File: config.mk
export PLATFORM = sky130hd
export DESIGN_NAME = mem_dump_seq_flat
export DESIGN_NICKNAME = d
export VERILOG_FILES = /design/src/rtl/mem_dump_seq_if.sv /design/src/rtl/mem_dump_seq.sv /design/src/flat_wrapper.sv
export SDC_FILE = /design/constraint.sdc
export NUM_CORES = 1
export LEC_CHECK = 0
export CAP_MARGIN = 20
export CORE_MARGIN = 3
export CORE_UTILIZATION = 56
export CTS_CLUSTER_SIZE = 25
export DETAILED_ROUTE_END_ITERATION = 7
export PLACE_DENSITY_LB_ADDON = 0.25
export SYNTH_ARGS = -nofsm -noshare
export SYNTH_HDL_FRONTEND = slang
export SYNTH_SLANG_ARGS = --single-unit
File: constraint.sdc
create_clock -name clk -period 4.5 [get_ports clk]
set_clock_uncertainty 0.05 [all_clocks]
set_input_delay 0.45 -clock clk [delete_from_list [all_inputs] [get_ports clk]]
set_output_delay 0.45 -clock clk [all_outputs]
set_load 0.01 [all_outputs]
File: src/rtl/mem_dump_seq_if.sv
// Handshake bundle between the dump sequencer, its SRAM read port and the
// downstream stream sink.
interface mem_dump_seq_if #(
  parameter int DATA_W = 64,
  parameter int ADDR_W = 15
);
  logic              start;
  logic [ADDR_W-1:0] base_addr;
  logic [ADDR_W:0]   word_count;
  logic              rd_en;
  logic [ADDR_W-1:0] rd_addr;
  logic [DATA_W-1:0] rd_data;
  logic [DATA_W-1:0] out_data;
  logic              out_valid;
  logic              out_ready;
  logic              busy;
  logic              done;

  modport slave (
    input  start, base_addr, word_count, rd_data, out_ready,
    output rd_en, rd_addr, out_data, out_valid, busy, done
  );

  modport master (
    output start, base_addr, word_count, rd_data, out_ready,
    input  rd_en, rd_addr, out_data, out_valid, busy, done
  );
endinterface

File: src/rtl/mem_dump_seq.sv
// Streams a contiguous SRAM window through a 2-entry FIFO with valid/ready.
//   state   | meaning
//   S_IDLE  | waiting for start
//   S_WAIT  | auto-trigger delay running
//   S_READ  | issuing SRAM reads
//   S_DRAIN | all reads issued, emptying FIFO and in-flight word
module mem_dump_seq #(
  parameter int DATA_W     = 64,
  parameter int ADDR_W     = 15,
  parameter int TRIG_MODE  = 0,
  parameter int AUTO_DELAY = 16
) (
  input logic           clk,
  input logic           reset,
  mem_dump_seq_if.slave bus
);

  typedef enum logic [1:0] {S_IDLE, S_WAIT, S_READ, S_DRAIN} state_t;

  localparam logic [ADDR_W:0] FULL_CNT = {1'b1, {ADDR_W{1'b0}}};
  localparam logic [23:0]     DLY_END  = 24'(AUTO_DELAY);

  state_t            state_q, state_d;
  logic [ADDR_W-1:0] addr_q, addr_d;
  logic [ADDR_W:0]   rem_q, rem_d;
  logic [23:0]       dly_q, dly_d;
  logic              inflight_q;
  logic [DATA_W-1:0] fifo_q [2];
  logic              wr_ptr_q, rd_ptr_q;
  logic [1:0]        cnt_q;

  logic [ADDR_W:0]   wc_clamped;
  logic              pop, push, rd_go, drained, done;
  logic [2:0]        occ_eff;

  assign wc_clamped = (bus.word_count > FULL_CNT) ? FULL_CNT : bus.word_count;
  assign pop        = (cnt_q != 2'd0) && bus.out_ready;
  assign push       = inflight_q;
  // Occupancy seen after this cycle's pop, so a full-rate stream keeps reading.
  assign occ_eff    = {1'b0, cnt_q} + {2'b00, inflight_q} - {2'b00, pop};
  assign rd_go      = (state_q == S_READ) && (rem_q != '0) && (occ_eff < 3'd2);
  assign drained    = !inflight_q && ((cnt_q == 2'd0) || ((cnt_q == 2'd1) && pop));

  always_comb begin
    state_d = state_q;
    addr_d  = addr_q;
    rem_d   = rem_q;
    dly_d   = dly_q;
    done    = 1'b0;
    case (state_q)
      S_IDLE: begin
        if (bus.start) begin
          addr_d = bus.base_addr;
          rem_d  = wc_clamped;
          if (TRIG_MODE == 1) begin
            state_d = S_WAIT;
            dly_d   = 24'd1;
          end else begin
            state_d = (wc_clamped == '0) ? S_DRAIN : S_READ;
          end
        end
      end
      S_WAIT: begin
        if (dly_q == DLY_END) state_d = (rem_q == '0) ? S_DRAIN : S_READ;
        else                  dly_d   = dly_q + 24'd1;
      end
      S_READ: begin
        if (rd_go) begin
          addr_d = addr_q + ADDR_W'(1);
          rem_d  = rem_q - (ADDR_W+1)'(1);
          if (rem_q == (ADDR_W+1)'(1)) state_d = S_DRAIN;
        end
      end
      S_DRAIN: begin
        if (drained) begin
          done    = 1'b1;
          state_d = S_IDLE;
        end
      end
      default: state_d = S_IDLE;
    endcase
  end

  always_ff @(posedge clk or negedge reset) begin
    if (!reset) begin
      state_q <= S_IDLE;
      addr_q  <= '0;
      rem_q   <= '0;
      dly_q   <= '0;
    end else begin
      state_q <= state_d;
      addr_q  <= addr_d;
      rem_q   <= rem_d;
      dly_q   <= dly_d;
    end
  end

  // SRAM returns data one cycle after rd_en; capture it into the FIFO then.
  always_ff @(posedge clk or negedge reset) begin
    if (!reset) begin
      inflight_q <= 1'b0;
      fifo_q[0]  <= '0;
      fifo_q[1]  <= '0;
      wr_ptr_q   <= 1'b0;
      rd_ptr_q   <= 1'b0;
      cnt_q      <= 2'd0;
    end else begin
      inflight_q <= rd_go;
      if (push) begin
        fifo_q[wr_ptr_q] <= bus.rd_data;
        wr_ptr_q         <= ~wr_ptr_q;
      end
      if (pop) rd_ptr_q <= ~rd_ptr_q;
      cnt_q <= cnt_q + {1'b0, push} - {1'b0, pop};
    end
  end

  assign bus.rd_en     = rd_go;
  assign bus.rd_addr   = addr_q;
  assign bus.out_valid = (cnt_q != 2'd0);
  assign bus.out_data  = fifo_q[rd_ptr_q];
  assign bus.busy      = (state_q != S_IDLE) && !done;
  assign bus.done      = done;

endmodule

File: src/flat_wrapper.sv
// flat-port wrapper written by rule: the top's interface ports become plain ports
module mem_dump_seq_flat 
#(
  parameter int DATA_W     = 64,
  parameter int ADDR_W     = 15,
  parameter int TRIG_MODE  = 0,
  parameter int AUTO_DELAY = 16
)
  (clk, reset, bus_start, bus_base_addr, bus_word_count, bus_rd_data, bus_out_ready, bus_rd_en, bus_rd_addr, bus_out_data, bus_out_valid, bus_busy, bus_done);
  mem_dump_seq_if #(.DATA_W(DATA_W), .ADDR_W(ADDR_W)) bus_i ();
  input logic clk;
  input logic reset;
  input wire logic [$bits(bus_i.start)-1:0] bus_start;
  input wire logic [$bits(bus_i.base_addr)-1:0] bus_base_addr;
  input wire logic [$bits(bus_i.word_count)-1:0] bus_word_count;
  input wire logic [$bits(bus_i.rd_data)-1:0] bus_rd_data;
  input wire logic [$bits(bus_i.out_ready)-1:0] bus_out_ready;
  output wire logic [$bits(bus_i.rd_en)-1:0] bus_rd_en;
  output wire logic [$bits(bus_i.rd_addr)-1:0] bus_rd_addr;
  output wire logic [$bits(bus_i.out_data)-1:0] bus_out_data;
  output wire logic [$bits(bus_i.out_valid)-1:0] bus_out_valid;
  output wire logic [$bits(bus_i.busy)-1:0] bus_busy;
  output wire logic [$bits(bus_i.done)-1:0] bus_done;
  assign bus_i.start = bus_start;
  assign bus_i.base_addr = bus_base_addr;
  assign bus_i.word_count = bus_word_count;
  assign bus_i.rd_data = bus_rd_data;
  assign bus_i.out_ready = bus_out_ready;
  assign bus_rd_en = bus_i.rd_en;
  assign bus_rd_addr = bus_i.rd_addr;
  assign bus_out_data = bus_i.out_data;
  assign bus_out_valid = bus_i.out_valid;
  assign bus_busy = bus_i.busy;
  assign bus_done = bus_i.done;
  mem_dump_seq #(.DATA_W(DATA_W), .ADDR_W(ADDR_W), .TRIG_MODE(TRIG_MODE), .AUTO_DELAY(AUTO_DELAY)) u_core (.clk(clk), .reset(reset), .bus(bus_i));
endmodule
==> flow_summary.ini <==
[logic_synthesis]
synth_edf_count = 0
synth_xor_area_frac = 0.0252
yosys-top-cells-count = mux2_2 (192), dfrtp_1 (190), nand2_1 (36), nor2_1 (35), a21oi_1 (34)
syn_nets = 835
async_flop_share = 1.00
yosys.area_share.adder = 0.0119
synth_most_common_cell = mux2_2
syn_inst = 728
synth_mux_area_frac = 0.244
postSynthAreaPerCell_sq_um = 12.4
netlist_area_sq_um = 9030
synth_top_family_by_area = multiplexers
yosys_warnings = 0
yosys.area_share.simple = 0.0853
synth_top_area_share = 0.526
ys_top_cells_by_area = dfrtp_1 (53%), mux2_2 (24%), a21oi_1 (1.9%)
synth_compound_area_frac = 0.0794
synth_cell_type_count = 59
ys_seq_area_frac = 0.526
synth_top_cell_by_area = dfrtp_1
synth-seq-cells = 190
ys.flop_type = dfrtp_1

[global_routing]
grt_max_degree = 88
grt_overflow = 0
globalRouteMet2Util = 0.424
grt_pass1_wl_mm = 35.4
track_usage = 0.247
antenna_found_initial = 0
grt.met3_usage = 0.0449
grt-busiest-layer = met2
grt_pass1_vias = 6801
use_met1 = 0.323

[cells_and_area]
syn2layout_area_growth_pct = 28.8
drive_gt1_frac = 0.278
antennaDiodeCount = 0
fin_nets = 1010
stdcell_area_sq_um = 11600
nFillCells = 977

[drt]
routed_wl_mm = 21.5
vias = 6611
avgViaCountPerCell = 5.87
postRouteAntennaNets = 0
drt_iter0_drc = 322
drc_errors = 0
avgRoutedWirePerCell_um = 19.1
first_pass_iters = 5

[timing]
tns_ns = 0
hold_violations = 0
fmax_ghz = 0.257
slew_headroom = 0.419
maxSlewViolCount = 0
setup_viol = 0
period_minus_slack_ns = 3.90
rsz0062_at_grt = no
finalCritPeriodShare = 0.866
tightestPinTransition_ns = 0.872

[floorplan]
fp-row-count = 45
die_h_um = 133
initial_core_util = 0.583
core_sq_um = 15500
dieWidth_um = 133
die-area_sq_um = 17700
ioPinCount = 182

[power_and_ir_drop]
vdd_drop_max_v = 0.000374
leakagePower_uw = 0.00479
power_density_nw_per_um2 = 742

[setup_path]
crit_type = reg2out
required_ns = 4.00
cp-end-kind = primary output
worstPathMaxFanout = 5
crit_path_start_kind = flop
worst_ep_arrival_time_ns = 3.40

[clocking]
cts_tree = yes
cts-buffers-inserted = 17
numClockSinks = 190
cts_max_path_buffers = 2
htreeDepth = 4
root_buffer = clkbuf_16
clock_latency_ns = 0.43
cts_setup_buffers = 0
hold_buffers = 0
clk_pin_slew_ns = 0.07
post_cts_resized = 0

[run_status]
status = finished clean

[place]
io_buffers = 181
dp_hpwl_mm = 14.9
routabilityCongestion = 0.890
placed_area_sq_um = 11000

[worst_hold_path]
min_path_type = in2async

[flow_run]
max_cap_viol_count = 0
[final cells by class]
cell class / instances / area (sq um) / share of cell area
Sequential cell: 190 / 4760 / 0.409
Multi-Input combinational cell: 485 / 4040 / 0.347
Timing Repair Buffer: 191 / 1890 / 0.162
Clock buffer: 20 / 467 / 0.0401
Tap cell: 211 / 264 / 0.0227
Clock inverter: 12 / 158 / 0.0135
Inverter: 18 / 67.6 / 0.00581
[report_power, final]
group,switching [uW],leakage [uW],internal [uW]
Combinational,1760,0.00219,2270
Sequential,560,0.00230,2470
Clock,647,0.000299,923
[sequential cells by signal (all words and copies together), names as in the netlist]
register            cells
u_core.fifo_q         128
u_core.dly_q           24
u_core.rem_q           16
u_core.bus.rd_addr     15
u_core.cnt_q            2
u_core.state_q          2
u_core.inflight_q       1
u_core.rd_ptr_q         1
u_core.wr_ptr_q         1
[final timing paths]
check	startpoint	end	slack, ns	depth (start not counted)
min in group clk	u_core.dly_q[23]	u_core.dly_q[23]	0.45	1
max in group asynchronous	reset	u_core.fifo_q[29]	3.31	2
min	reset	u_core.fifo_q[75]	0.02	1
max	u_core.cnt_q[1]	bus_rd_en	0.60	13
max reg2reg	u_core.cnt_q[1]	u_core.bus.rd_addr[7]	1.32	13
min reg2reg	u_core.dly_q[23]	u_core.dly_q[23]	0.45	1
[through the flow]
step                      total power [uW]  hold WS [ns]  cells  setup WS, ns   util
after floorplan                       5350         0.104    728          1.59      -
after global placement                6860         0.423   1095         0.793  0.711
after detailed placement              7060         0.434   1095         0.750  0.711
after CTS                             8670        0.0642   1127         0.588  0.752
after global routing                  9120        0.0898   1127         0.482  0.752
final                                 8630        0.0248   1127         0.605  0.752
[routing by layer]
| layer | up-vias | routed length (um) |
|---|---|---|
| met1 | 3335 | 8920 |
| met3 | 31 | 1160 |
| met2 | 243 | 11000 |
| met5 | - | 0 |
| met4 | 0 | 359 |
| li1 | 3002 | - |
[cell usage in the layout (no fill, tap or decap), types with 4 or more instances in the layout]
| master | instances |
|---|---|
| nor4_1 | 10 |
| a21oi_1 | 34 |
| mux2i_1 | 4 |
| clkdlybuf4s50_1 | 180 |
| nand4_1 | 12 |
| nor3_1 | 10 |
| nand3_1 | 10 |
| a31oi_1 | 7 |
| ha_1 | 7 |
| dfrtp_1 | 189 |
| nor2_1 | 33 |
| o21ai_0 | 28 |
| buf_4 | 10 |
| xnor2_1 | 19 |
| o21ai_1 | 5 |
| inv_1 | 18 |
| clkbuf_16 | 17 |
| a22oi_1 | 5 |
| nand2_1 | 35 |
| xor2_1 | 7 |
| mux2_2 | 192 |
| o22ai_1 | 6 |
| and2_1 | 4 |
| and4_1 | 5 |
[kinds of logic after synthesis]
kind of cell / after synthesis
multiplexers: 196
flip-flops: 190
AND/OR/NAND/NOR: 142
AO/OA/AOI/OAI: 113
buffers and inverters: 53
XOR/XNOR: 26
adder cells (fa/ha/maj): 8
[critical path: stages, from the launching register on]
cell and delay (ns):
dfrtp_1 0.39, inv_1 0.12, nand2_1 0.08, and2_1 0.19, ha_1 0.28, inv_1 0.04, ha_1 0.19, fa_1 0.39
xnor2_1 0.13, nor2_1 0.08, buf_4 0.15, nand2_1 0.08, nor2_1 0.24, clkdlybuf4s50_1 0.61
No activity file was read; power rests on OpenSTA's default activity.
